**src/rtl/factorial_seq_ctrl_if.sv**
```systemverilog
// Handshake bundle for factorial_seq_ctrl.
// The requester (master) drives start/a/ack; the sequencer (slave) returns
// busy/done/z. The ovf signal exists only when FACTORIAL_OVF_EN is defined.
interface factorial_seq_ctrl_if #(
    parameter int IN_W  = 3,
    parameter int OUT_W = 14
);
    logic             start;
    logic [IN_W-1:0]  a;
    logic             busy;
    logic             done;
    logic             ack;
    logic [OUT_W-1:0] z;
`ifdef FACTORIAL_OVF_EN
    logic             ovf;

    modport master (output start, a, ack, input busy, done, z, ovf);
    modport slave  (input start, a, ack, output busy, done, z, ovf);
`else
    modport master (output start, a, ack, input busy, done, z);
    modport slave  (input start, a, ack, output busy, done, z);
`endif
endinterface

```
**src/rtl/factorial_seq_ctrl.sv**
```systemverilog
// factorial_seq_ctrl: iterative factorial sequencer, one multiply per clock.
// Result is a! truncated to OUT_W bits; 0! and 1! both give 1.
// Optional macro FACTORIAL_OVF_EN adds a sticky overflow flag (bus.ovf).
//
//   state  | meaning
//   -------+-------------------------------------------------------------
//   S_IDLE | waiting for start; operand captured on the accepting edge
//   S_CALC | acc *= cnt, cnt -= 1 while cnt > 1; then latch z
//   S_DONE | done held high, z stable, until ack
module factorial_seq_ctrl #(
    parameter int IN_W  = 3,
    parameter int OUT_W = 14
) (
    input  logic                 clk,
    input  logic                 rst_n,
    factorial_seq_ctrl_if.slave  bus
);
    typedef enum logic [1:0] {
        S_IDLE = 2'd0,
        S_CALC = 2'd1,
        S_DONE = 2'd2
    } state_t;

    localparam int              PROD_W  = OUT_W + IN_W;
    localparam logic [IN_W-1:0] CNT_ONE = IN_W'(1);
    localparam logic [OUT_W-1:0] ACC_ONE = OUT_W'(1);

    state_t            r_state;
    state_t            w_state_nxt;
    logic [IN_W-1:0]   r_cnt;
    logic [OUT_W-1:0]  r_acc;
    logic [OUT_W-1:0]  r_z;
    logic              w_cnt_gt1;
    logic [PROD_W-1:0] w_acc_ext;
    logic [PROD_W-1:0] w_cnt_ext;
    logic [OUT_W-1:0]  w_acc_nxt;

    assign w_cnt_gt1 = (r_cnt > CNT_ONE);
    assign w_acc_ext = {{IN_W{1'b0}}, r_acc};
    assign w_cnt_ext = {{OUT_W{1'b0}}, r_cnt};

    // Product is formed at full width; only the low OUT_W bits feed back.
`ifdef FACTORIAL_OVF_EN
    logic [PROD_W-1:0] w_prod;
    logic              w_prod_ovf;
    logic              r_ovf;

    assign w_prod     = w_acc_ext * w_cnt_ext;
    assign w_acc_nxt  = w_prod[OUT_W-1:0];
    assign w_prod_ovf = |w_prod[PROD_W-1:OUT_W];
    assign bus.ovf    = r_ovf;
`else
    assign w_acc_nxt = OUT_W'(w_acc_ext * w_cnt_ext);
`endif

    assign bus.busy = (r_state != S_IDLE);
    assign bus.done = (r_state == S_DONE);
    assign bus.z    = r_z;

    // State register.
    always_ff @(posedge clk or negedge rst_n) begin
        if (!rst_n) r_state <= S_IDLE;
        else        r_state <= w_state_nxt;
    end

    // Next-state decode; start is only looked at in IDLE, ack only in DONE.
    always_comb begin
        w_state_nxt = r_state;
        case (r_state)
            S_IDLE:  if (bus.start) w_state_nxt = S_CALC;
            S_CALC:  if (!w_cnt_gt1) w_state_nxt = S_DONE;
            S_DONE:  if (bus.ack)   w_state_nxt = S_IDLE;
            default: w_state_nxt = S_IDLE;
        endcase
    end

    // Datapath: operand capture, multiply-accumulate, result latch.
    always_ff @(posedge clk or negedge rst_n) begin
        if (!rst_n) begin
            r_cnt <= '0;
            r_acc <= ACC_ONE;
            r_z   <= '0;
`ifdef FACTORIAL_OVF_EN
            r_ovf <= 1'b0;
`endif
        end else begin
            case (r_state)
                S_IDLE: begin
                    if (bus.start) begin
                        r_cnt <= bus.a;
                        r_acc <= ACC_ONE;
`ifdef FACTORIAL_OVF_EN
                        r_ovf <= 1'b0;
`endif
                    end
                end
                S_CALC: begin
                    if (w_cnt_gt1) begin
                        r_acc <= w_acc_nxt;
                        r_cnt <= r_cnt - CNT_ONE;
`ifdef FACTORIAL_OVF_EN
                        r_ovf <= r_ovf | w_prod_ovf;
`endif
                    end else begin
                        r_z <= r_acc;
                    end
                end
                default: ;
            endcase
        end
    end
endmodule

```
**src/flat_wrapper.sv**
```systemverilog
// flat-port wrapper written by rule: the top's interface ports become plain ports
module factorial_seq_ctrl_flat 
#(
    parameter int IN_W  = 3,
    parameter int OUT_W = 14
)
  (clk, rst_n, bus_start, bus_a, bus_ack, bus_busy, bus_done, bus_z);
  factorial_seq_ctrl_if #(.IN_W(IN_W), .OUT_W(OUT_W)) bus_i ();
  input  logic clk;
  input  logic rst_n;
  input wire logic [$bits(bus_i.start)-1:0] bus_start;
  input wire logic [$bits(bus_i.a)-1:0] bus_a;
  input wire logic [$bits(bus_i.ack)-1:0] bus_ack;
  output wire logic [$bits(bus_i.busy)-1:0] bus_busy;
  output wire logic [$bits(bus_i.done)-1:0] bus_done;
  output wire logic [$bits(bus_i.z)-1:0] bus_z;
  assign bus_i.start = bus_start;
  assign bus_i.a = bus_a;
  assign bus_i.ack = bus_ack;
  assign bus_busy = bus_i.busy;
  assign bus_done = bus_i.done;
  assign bus_z = bus_i.z;
  factorial_seq_ctrl #(.IN_W(IN_W), .OUT_W(OUT_W)) u_core (.clk(clk), .rst_n(rst_n), .bus(bus_i));
endmodule
```
**config.mk**
```make
export PLATFORM = sky130hd
export DESIGN_NAME = factorial_seq_ctrl_flat
export DESIGN_NICKNAME = d
export VERILOG_FILES = /design/src/rtl/factorial_seq_ctrl_if.sv /design/src/rtl/factorial_seq_ctrl.sv /design/src/flat_wrapper.sv
export SDC_FILE = /design/constraint.sdc
export NUM_CORES = 1
export LEC_CHECK = 0
export ABC_AREA = 1
export CAP_MARGIN = 10
export CORE_ASPECT_RATIO = 0.6
export CORE_MARGIN = 2
export CORE_UTILIZATION = 45
export DETAILED_ROUTE_END_ITERATION = 10
export HOLD_SLACK_MARGIN = 0.1
export PLACE_DENSITY = 0.67
export RECOVER_POWER = 100
export SLEW_MARGIN = 5
export SYNTH_ARGS = -nofsm -noshare
export SYNTH_HDL_FRONTEND = slang
export SYNTH_SLANG_ARGS = --single-unit
```
**constraint.sdc**
```tcl
create_clock -name clk -period 2.58 [get_ports clk]
set_clock_uncertainty 0.1 [all_clocks]
set_input_delay 0.516 -clock clk [delete_from_list [all_inputs] [get_ports clk]]
set_output_delay 0.516 -clock clk [all_outputs]
set_load 0.1 [all_outputs]
```
After elaboration in Yosys (flattened, before gate mapping)
Cells that the tools add are included.
{"block": "word_totals", "reg_bits": 33, "in_bits": 7, "output_inout_bits": 16, "word_cells": 30}
{"block": "classes", "add_sub_neg": 1, "n_mul": 1, "magnitude_cmp": 1, "n_eq_ne": 6, "muxes": 10, "bitwise": 1, "n_reduce_logical": 6}
{"operator": "14-bit 2-to-1 mux", "count": 2}
{"operator": "14-bit one-hot mux with 2 select lines", "count": 1}
{"operator": "14-bit by 3-bit multiplier with 14-bit output", "count": 1}
{"operator": "2-bit 2-to-1 mux", "count": 3}
{"operator": "3-bit 2-to-1 mux", "count": 2}
{"operator": "2-bit != test, second input constant", "count": 3}
{"operator": "2-bit one-hot mux with 3 select lines", "count": 1}
{"operator": "3-bit one-hot mux with 2 select lines", "count": 1}
{"operator": "3-bit AND reduction", "count": 2}
{"operator": "2-bit nonzero test", "count": 2}
{"operator": "3-bit by 1-bit greater-than comparator with 1-bit output, second input constant", "count": 1}
{"operator": "3-bit by 1-bit subtractor with 3-bit output, second input constant", "count": 1}
{"operator": "2-bit by 1-bit == test with 1-bit output, second input constant", "count": 1}
{"operator": "2-bit == test, second input constant", "count": 1}
{"operator": "2-bit logical NOT", "count": 1}
{"operator": "2-bit by 1-bit != test with 1-bit output, second input constant", "count": 1}
{"operator": "2-bit AND reduction", "count": 1}
{"operator": "1-bit NOT", "count": 1}

Depth between registers and ports, before layout
Gate-level depths: netlist (run 1).
{"block": "logic_depth", "ltp_word": 3, "mapped_depth": 16, "mapped_depth_nobuf": 14}

Worst setup path after synthesis (run 1)
No wires, ideal clock.
{"block": "synth_timing", "kind": "reg-to-reg", "from": "register u_core.r_state[1]", "to": "register u_core.r_z[12] (netlist: u_core.bus.z[12])", "setup_ns": 0.125, "arrival_ns": 2.678, "required_time_ns": 2.355, "slack_ns": -0.323, "path_stages_with_launch": 7, "path_buffers": 1, "period_less_slack_ns": 2.903, "path_cell_list": "dfrtp_1 > inv_1 > nor2_1 > nand2_1 > nand3_4 > buf_6 > mux2_4"}
{"block": "synth_via", "elab_chain_cells": 2}
{"element": "start, declared", "line": "factorial_seq_ctrl.sv:28", "source": "state_t r_state;"}
{"element": "start signal, assigned", "line": "factorial_seq_ctrl.sv:63", "source": "else r_state <= w_state_nxt;"}
{"element": "2-bit by 1-bit == test with 1-bit output", "line": "factorial_seq_ctrl.sv:87", "source": "case (r_state)"}
{"element": "2-bit AND reduction (no source line)"}
{"element": "end signal, assigned", "line": "factorial_seq_ctrl.sv:105", "source": "r_z <= r_acc;"}
{"element": "end, declared", "line": "factorial_seq_ctrl.sv:32", "source": "logic [OUT_W-1:0] r_z;"}
No other way between the ends.
A chain may end at the register's enable or synchronous reset.

Worst setup path in the final report (run 1)
{"block": "layout_timing", "from": "register u_core.r_cnt[1]", "to": "register u_core.r_acc[8]"}
{"block": "layout_via", "elab_chain_cells": 3, "word_cells_on_any_way": 6, "cone_classes": "mul (1); order compare (1); eq/ne (1); mux (2); reduce/logical (1)"}
{"element": "start, declared", "line": "factorial_seq_ctrl.sv:30", "source": "logic [IN_W-1:0] r_cnt;"}
{"element": "start signal, assigned", "line": "factorial_seq_ctrl.sv:90", "source": "r_cnt <= bus.a;"}
{"element": "start signal, assigned", "line": "factorial_seq_ctrl.sv:100", "source": "r_cnt <= r_cnt - CNT_ONE;"}
{"element": "14-bit by 3-bit multiplier with 14-bit output / 3-bit by 1-bit greater-than comparator with 1-bit output (equally long branches)", "line": "factorial_seq_ctrl.sv:53, factorial_seq_ctrl.sv:38"}
{"element": "14-bit 2-to-1 mux / 2-bit by 1-bit != test with 1-bit output (equally long branches)"}
{"element": "14-bit one-hot mux with 2 select lines / 3-bit AND reduction (equally long branches)"}
{"element": "end signal, assigned", "line": "factorial_seq_ctrl.sv:99", "source": "r_acc <= w_acc_nxt;"}
{"element": "end, declared", "line": "factorial_seq_ctrl.sv:31", "source": "logic [OUT_W-1:0] r_acc;"}
Parallel ways exist; a longest one is shown, timed or not. The select of a mux whose other input is x is not followed.

==> qor.txt, run 1 <==
Hold Vio Cnt, Final: 0
DRC errors left: 0
Critical path arrival: 2.64 ns
Setup CP Type: flop to flop
Clock tree sinks: 33
Period utilisation layout: 0.979
Top-area cell type share of the netlist area: 0.324
Placed insts: 424
Wire per inst: 13.7 µm
Avg Inst Size Synth: 7.42 µm²
Max Fclk: 0.396 GHz
Leakage: 1.51 nW
EDFF count, synth: 0
Storage element area: 828 µm²
Fin worst setup slack: 0.0552 ns
Top post-synthesis cells by area: dfrtp_1 32%, nand2_1 18%, fa_1 9.7%
P&R area growth vs syn: 23.6%
Top cells by count, synth: 119 x nand2_1, 60 x inv_1, 32 x dfrtp_1
Tightest Pin Transition: 1.17 ns
Mapped cell area: 2470 µm²
Critical Path RT: 2.69 ns
Ports: 23
Synth area leader: dfrtp_1
Cell variety after synth: 29
Seq/Total Area, Yosys: 0.335
Crit Path Max Fanout: 3
Chip Width: 99.6 µm
Rows: 20
CP Launch Type: flop
Crit-path leading delay family: adder cells
Slowest-stage cell, CP: fa_1
FILL cells: 495
GRT Total Usage: 0.205
Worst R2R End: u_core.r_acc[8]$_DFFE_PN0P_
H-tree levels: 2
# port buffers: 22
Routed Antenna Nets: 0
Num CTS Buffers: 5
CTS Buffer Depth: 2
Total wire length: 5.91 mm
Worst vdd ir: 0.760 mV
Gr ovfl total: 0
HPWL Detailed: 4.28 mm
Yosys warnings: 0
Final GP Congestion: 0.857
CP max stage delay: 0.50 ns
TritonRoute pass-1 iters: 4
Area of the multi-input gates: 1560 µm²
Fin util: 0.589
Initial DRC count: 102
First-pass GRT wire length: 9.57 mm
Root buffer cell: clkbuf_8
CP endpoint kind: flop
Finished Layout Cells: 433
CTS tree: built
Leading register cell type out of synthesis: dfrtp_1
Pin count of the biggest net entering global routing: 34
Status: finished, final reports clean
Clk Latency, worst-skew pair: 0.29 ns
Pwr/cell area: 1320 nW/µm²
Hold depth: 2
Die area: 6120 µm²
Vias per std cell: 4.98
Worst slack, placed: -0.0143 ns
Initial antenna violation count: 0
Slew margin rel.: 0.226
Final Setup Violations: 0
Nets: 398
Ant diodes: 0
Vias: 2,157
Total design power: 4.04 mW
Crit-path cells: buf_4, nand2_1, fa_1, inv_1, ha_2, fa_2, nand3_2, nand3_4, nand2_1, nand2_1, nand2_1, nand2_1, o22ai_2
Final Slew Violations: 0
Most common cell in the netlist: nand2_1
Hold WS: 0.384 ns
RSZ-0062 raised after global routing: yes
Path type of the worst min-delay path: flop to flop
Worst r2r src: u_core.r_cnt[1]$_DFFE_PN0P_
Most used cell along the critical path: nand2_1
Starting Density: 0.477
Fraction of layout cells with a size suffix above 1: 0.163
Period minus WS final: 2.52 ns
Reg2Reg Setup Slack: 0.06 ns
CORE AREA: 5180 µm²
Number of global-route vias before repair: 2,046
Min-Delay Startpoint: u_core.bus.z[5]$_DFFE_PN0P_
Worst Reg-to-Reg Cells: 13
FFs w/ async S/R, synth: 1.00
Synth Instances: 333
Yosys reg bits: 33
Hold EP: u_core.bus.z[5]$_DFFE_PN0P_
Syn Nets: 365
Die Ht: 61.4 µm
Critical path buffers and inverters: 2
CTS clk-pin slew, worst paths: 0.07 ns
Max Cap Viol: 0
[tightest hold or removal path: cells and delay by family (launching register included)]
kind               cells  cell delay, ns
AOI/OAI and AO/OA      1            0.05
DFF                    1            0.35
and+or+nand+nor        1            0.05
[metrics by stage]
| stage | TNS (ns) | cell area, µm² |
|---|---|---|
| CTS | 0 | 2910 |
| finish | 0 | 3050 |
| global route | -0.125 | 3050 |
| global placement | 0 | 2790 |
| floorplan | 0 | 2500 |
| detailed placement | -0.0143 | 2790 |
[what timing repair did]
item,4_1_cts,5_1_grt
hold buffers,0,0
endpoints found under the setup margin,1,9
pin swaps,0,5
endpoints found under the hold margin,0,0
gates resized for setup,1,31
cloned,0,0
buffers inserted,0,1
[report_power, final]
| part | internal (mW) | switching (mW) |
|---|---|---|
| Clock | 0.315 | 0.203 |
| Combinational | 0.771 | 1.82 |
| Sequential | 0.735 | 0.195 |
[flip-flops by register name (all words and copies together) (netlist names)]
register and count:
u_core.r_acc 14, u_core.r_cnt 3, u_core.bus.z 14, u_core.r_state 2
[cells in the final DEF, fill, tap and decap left out, types with 2 or more instances in the layout]
cell / instances
nand2_1: 114
nor2_1: 11
dfrtp_1: 31
o22ai_1: 3
mux2_2: 4
nand3b_1: 3
ha_1: 3
buf_4: 11
nor2_2: 5
clkbuf_8: 6
a21oi_1: 6
clkbuf_1: 15
nand3_4: 2
fa_1: 11
nand3_2: 3
nand3_1: 14
xnor2_1: 3
buf_6: 2
clkdlybuf4s50_1: 5
nand2_2: 4
inv_1: 60
ha_4: 9
o21ai_0: 18
nand4_1: 3
[cell families after synthesis]
kind of cell    synth area share
compound gates            0.0811
xor+xnor                  0.0142
fa+ha+maj                  0.163
buf+inv                    0.110
flops                      0.335
mux                       0.0243
simple gates               0.273
[routing by layer]
metal  vias to the layer above  share of wire  GRT usage
met5                         -              0          0
met4                         0         0.0049     0.0411
met3                         4          0.043     0.0420
met2                        47           0.42      0.322
met1                      1014           0.53      0.300
li1                       1092              -          -
[area by class of cell]
cell class,instances,share of cell area
multi-input combinational,231,0.510
sequential,33,0.271
timing repair buffer,35,0.0795
inverter,60,0.0738
clock buffer,7,0.0283
tap,66,0.0271
clock inverter,1,0.00984
[worst max-delay path by stage]
stage | from | endpoint | slack, ns | depth (start not counted)
detailed placement | u_core.r_acc[0]$_DFFE_PN1P_ | u_core.r_acc[10]$_DFFE_PN0P_ | -0.01 | 11
global route | u_core.r_cnt[1]$_DFFE_PN0P_ | u_core.r_acc[8]$_DFFE_PN0P_ | -0.07 | 13
global placement | u_core.r_acc[0]$_DFFE_PN1P_ | u_core.r_acc[10]$_DFFE_PN0P_ | 0.05 | 11
finish | u_core.r_cnt[1]$_DFFE_PN0P_ | u_core.r_acc[8]$_DFFE_PN0P_ | 0.06 | 13
floorplan | u_core.r_cnt[1]$_DFFE_PN0P_ | u_core.r_acc[10]$_DFFE_PN0P_ | 0.01 | 12
CTS | u_core.r_acc[0]$_DFFE_PN1P_ | u_core.r_acc[10]$_DFFE_PN0P_ | 0.02 | 11
Power figures use the tool's default switching activity.
==> inputs of run 2 (changes only) <==
CELL_PAD_IN_SITES_DETAIL_PLACEMENT = 0   (was unset)
CELL_PAD_IN_SITES_GLOBAL_PLACEMENT = 2   (was unset)
CORE_UTILIZATION = 30   (was 45)
PLACE_DENSITY = 0.75   (was 0.67)
==> run 2 against run 1 <==
Net effect:
- critical path type unchanged
- largest cell class unchanged
- global-route usage down 4.3 points
- largest power group unchanged
- sequential cell count unchanged
- final cell count up 14%
==> qor.txt, run 2 (synthesis results as in run 1) <==
Status: finished, final reports clean
Vias: 2,234
Ports: 23
Fraction of layout cells with a size suffix above 1: 0.276
Vias per std cell: 4.54
Finished Layout Cells: 492
P&R area growth vs syn: 36.6%
Gr ovfl total: 0
Root buffer cell: clkbuf_16
Crit Path Max Fanout: 6
CORE AREA: 7950 µm²
Initial antenna violation count: 0
Period minus WS final: 2.49 ns
Commonest cells after routing, fill and taps aside: 97 x nand2_1, 56 x inv_1, 31 x dfrtp_1
Clk Latency, worst-skew pair: 0.29 ns
Rows: 25
CTS tree: built
Number of global-route vias before repair: 2,192
Critical Path RT: 2.71 ns
Final Setup Violations: 0
RSZ-0062 raised after global routing: yes
TritonRoute pass-1 iters: 4
Final GP Congestion: 0.799
Commonest non-fill, non-tap cell in the layout: nand2_1
Starting Density: 0.311
Max Fclk: 0.402 GHz
Fin worst setup slack: 0.0922 ns
Critical path arrival: 2.62 ns
Max Cap Viol: 0
Die Ht: 74.3 µm
Wire per inst: 13.9 µm
Die area: 9000 µm²
Hold buffers post-CTS: 0
Clock tree sinks: 33
Num CTS Buffers: 5
DRC errors left: 0
H-tree levels: 2
First-pass GRT wire length: 11.1 mm
Hold WS: 0.381 ns
Pwr/cell area: 1320 nW/µm²
CTS clk-pin slew, worst paths: 0.06 ns
Worst vdd ir: 0.657 mV
Tightest Pin Transition: 1.17 ns
CP endpoint kind: flop
CP Launch Type: flop
Nets: 415
HPWL Detailed: 5.01 mm
Period utilisation layout: 0.964
Total wire length: 6.83 mm
Hold Vio Cnt, Final: 0
Path type of the worst min-delay path: flop to flop
# port buffers: 22
Ant diodes: 0
Setup CP Type: flop to flop
Slew margin rel.: 0.220
CTS Buffer Depth: 2
Placed insts: 478
GRT Total Usage: 0.162
FILL cells: 839
Chip Width: 121 µm
Worst slack, placed: -0.0809 ns
Pin count of the biggest net entering global routing: 34
Routed Antenna Nets: 0
Final Slew Violations: 0
Leakage: 1.66 nW
Initial DRC count: 141
run 2: power breakdown:
part	switching [mW]	internal [mW]	total, mW
Combinational	1.95	0.924	2.87
Clock	0.234	0.384	0.618
Sequential	0.210	0.736	0.946
Total	2.39	2.04	4.44
run 2: timing repair:
| action | in CTS | in global routing |
|---|---|---|
| endpoints found under the setup margin | 9 | 9 |
| pin swaps | 0 | 27 |
| gates cloned | 0 | 0 |
| gates resized for setup | 2 | 70 |
| setup buffers | 3 | 3 |
run 2: layout make-up:
cell class	instances	area [µm²]	area share
timing repair buffer	52	377	0.112
clock inverter	1	7.51	0.00223
clock buffer	7	143	0.0423
multi-input combinational	231	1660	0.491
inverter	60	225	0.0668
tap	108	135	0.0401
sequential	33	828	0.246
run 2: final timing paths:
check / startpoint / to / slack (ns) / cells past startpoint
max: u_core.r_cnt[0]$_DFFE_PN0P_ / u_core.r_acc[12]$_DFFE_PN0P_ / 0.09 / 15
min: u_core.bus.z[8]$_DFFE_PN0P_ / u_core.bus.z[8]$_DFFE_PN0P_ / 0.38 / 2
max reg2reg: u_core.r_cnt[0]$_DFFE_PN0P_ / u_core.r_acc[12]$_DFFE_PN0P_ / 0.09 / 15
min reg2reg: u_core.bus.z[8]$_DFFE_PN0P_ / u_core.bus.z[8]$_DFFE_PN0P_ / 0.38 / 2
max in group asynchronous: rst_n / u_core.r_cnt[2]$_DFFE_PN0P_ / 1.01 / 2
min in group asynchronous: rst_n / u_core.r_acc[5]$_DFFE_PN0P_ / 0.77 / 2
run 2: metal layers:
layer | GRT usage | vias to the layer above | wire [µm]
met1 | 0.243 | 1061 | 3770
met5 | 0 | - | 0
li1 | - | 1126 | -
met3 | 0.0383 | 7 | 291
met2 | 0.232 | 40 | 2710
met4 | 0.0447 | 0 | 66
run 2: critical path: stages, from the launching register on:
cell and delay [ns]:
dfrtp_1 0.42, buf_6 0.15, nand2_1 0.08, fa_1 0.58, inv_2 0.06, ha_4 0.24, buf_4 0.15, nand2_2 0.10
nand2_1 0.06, nand2_1 0.06, nand2_1 0.06, nand2_2 0.07, nand3_1 0.07, nand2_1 0.08, nand3_2 0.09, nand2_1 0.07
run 2: through the flow:
stage          power [mW]  utilization  TNS [ns]  cell area (µm²)
2_1_floorplan        2.78            -         0             2500
3_3_place_gp         3.50        0.368   -0.0708             2920
3_5_place_dp         3.50        0.368    -0.319             2920
4_1_cts              4.20        0.391         0             3110
5_1_grt              4.78        0.425    -0.117             3370
6_report             4.44        0.425         0             3370
==> inputs of run 3 (changes only) <==
MAX_ROUTING_LAYER = met4   (was unset)
==> run 3 against run 2 <==
Net effect:
- setup slack better by 0.0090 ns
- hold slack barely moved
- routed wire length is 0.15% higher
- first-iteration DRC count fell by 8.5%
- combinational power about the same
- register-to-register slack hardly changed
- global-route usage rose by 0.52 points
- non-clock buffer count unchanged
- critical path type unchanged
- cell area stayed put
- total power is essentially flat
==> qor.txt, run 3 (synthesis results as in run 1) <==
Period minus WS final: 2.48 ns
Finished Layout Cells: 492
Routed wl met2: 2.72 mm
First-pass GRT wire length: 11.1 mm
DRC errors left: 0
Ports: 23
RSZ-0062 raised after global routing: yes
Routed Antenna Nets: 0
Worst r2r src: u_core.r_cnt[0]$_DFFE_PN0P_
Commonest non-fill, non-tap cell in the layout: nand2_1
Most used cell along the critical path: nand2_1
Gr ovfl total: 0
DRT met1 WL: 3.77 mm
Critical path buffers and inverters: 3
Setup CP Type: flop to flop
FILL cells: 839
Vias per std cell: 4.54
Hold WS: 0.381 ns
CTS clk-pin slew, worst paths: 0.06 ns
Slowest-stage cell, CP: fa_1
CP endpoint kind: flop
Clock tree sinks: 33
Hold depth: 2
Leakage: 1.66 nW
Path type of the worst min-delay path: flop to flop
Clk Latency, worst-skew pair: 0.29 ns
Commonest cells after routing, fill and taps aside: 97 x nand2_1, 56 x inv_1, 31 x dfrtp_1
CP Launch Type: flop
Hold buffers post-CTS: 0
Reg2Reg Setup Slack: 0.10 ns
Num CTS Buffers: 5
Nets: 415
Min-Delay Startpoint: u_core.bus.z[8]$_DFFE_PN0P_
Total wire length: 6.84 mm
Initial antenna violation count: 0
Crit Path Max Fanout: 6
CTS tree: built
Period utilisation layout: 0.961
Hold EP: u_core.bus.z[8]$_DFFE_PN0P_
Worst Reg-to-Reg Cells: 15
GRT Total Usage: 0.167
Root buffer cell: clkbuf_16
Die area: 9000 µm²
Tightest Pin Transition: 1.17 ns
Fin util: 0.425
Final Setup Violations: 0
Final GP Congestion: 0.810
Slew margin rel.: 0.220
TritonRoute pass-1 iters: 4
Critical Path RT: 2.71 ns
P&R area growth vs syn: 36.6%
CORE AREA: 7950 µm²
Initial DRC count: 129
Crit-path cells: buf_6, nand2_1, fa_1, inv_2, ha_4, buf_4, nand2_2, nand2_1, nand2_1, nand2_1, nand2_2, nand3_1, nand2_1, nand3_2, nand2_1
Placed insts: 478
Top layer used by detailed routing: met4
Wire per inst: 13.9 µm
H-tree levels: 2
Critical path arrival: 2.61 ns
# port buffers: 22
Ant diodes: 0
Met3 routed WL: 276 µm
Die Ht: 74.3 µm
Fraction of layout cells with a size suffix above 1: 0.276
CTS Buffer Depth: 2
Rows: 25
Number of global-route vias before repair: 2,197
Chip Width: 121 µm
Max Cap Viol: 0
Worst R2R End: u_core.r_acc[12]$_DFFE_PN0P_
Worst vdd ir: 0.657 mV
Setup_tns: 0 ns
Pin count of the biggest net entering global routing: 34
Crit-path leading delay family: adder cells
CP max stage delay: 0.58 ns
Pwr/cell area: 1320 nW/µm²
Vias: 2,236
Final Slew Violations: 0
Max Fclk: 0.403 GHz
Hold Vio Cnt, Final: 0
HPWL Detailed: 5.01 mm
Setup crit start: u_core.r_cnt[0]$_DFFE_PN0P_
Starting Density: 0.311
Status: finished, final reports clean
run 3: repair_timing:
action                     in CTS  in global routing
setup buffers                   3                  3
pin swaps                       0                 27
setup endpoints to repair       9                  9
gates resized for setup         2                 70
run 3: per-layer routing:
metal	track usage	up-vias
met2	0.233	41
met1	0.243	1059
met3	0.0368	9
met4	0.0447	0
met5	-	-
li1	-	1127
run 3: area by class of cell:
cell class	count	area, µm²	share of cell area
Clock buffer	7	143	0.0423
Clock inverter	1	7.51	0.00223
Inverter	60	225	0.0668
Multi-Input combinational cell	231	1660	0.491
Sequential cell	33	828	0.246
Tap cell	108	135	0.0401
Timing Repair Buffer	52	377	0.112
run 3: stage by stage:
stage               power (mW)  area, µm²  setup WS (ns)
floorplan                 2.78       2500         0.0110
global placement          3.50       2920        -0.0427
detailed placement        3.50       2920        -0.0809
CTS                       4.20       3110        0.00230
global route              4.78       3370        -0.0447
finish                    4.44       3370          0.101
run 3: report_power, final:
part | internal, mW | leakage, nW | switching (mW)
combinational | 0.924 | 1.16 | 1.95
clock | 0.384 | 0.0701 | 0.233
sequential | 0.736 | 0.438 | 0.210
total | 2.04 | 1.66 | 2.39
run 3: tightest hold or removal path: cells and delay by family, from the launching register on:
family | cells | cell delay [ns]
compound gates | 1 | 0.06
flops | 1 | 0.34
simple gates | 1 | 0.05
run 3: worst max path at each step:
stage                                    to  slack (ns)  depth (start not counted)
2_1_floorplan  u_core.r_acc[10]$_DFFE_PN0P_        0.01                         12
3_5_place_dp   u_core.r_acc[10]$_DFFE_PN0P_       -0.08                         11
3_3_place_gp    u_core.r_acc[6]$_DFFE_PN0P_       -0.04                          9
5_1_grt        u_core.r_acc[12]$_DFFE_PN0P_       -0.04                         15
4_1_cts        u_core.r_acc[13]$_DFFE_PN0P_       0.002                         13
6_report       u_core.r_acc[12]$_DFFE_PN0P_        0.10                         15
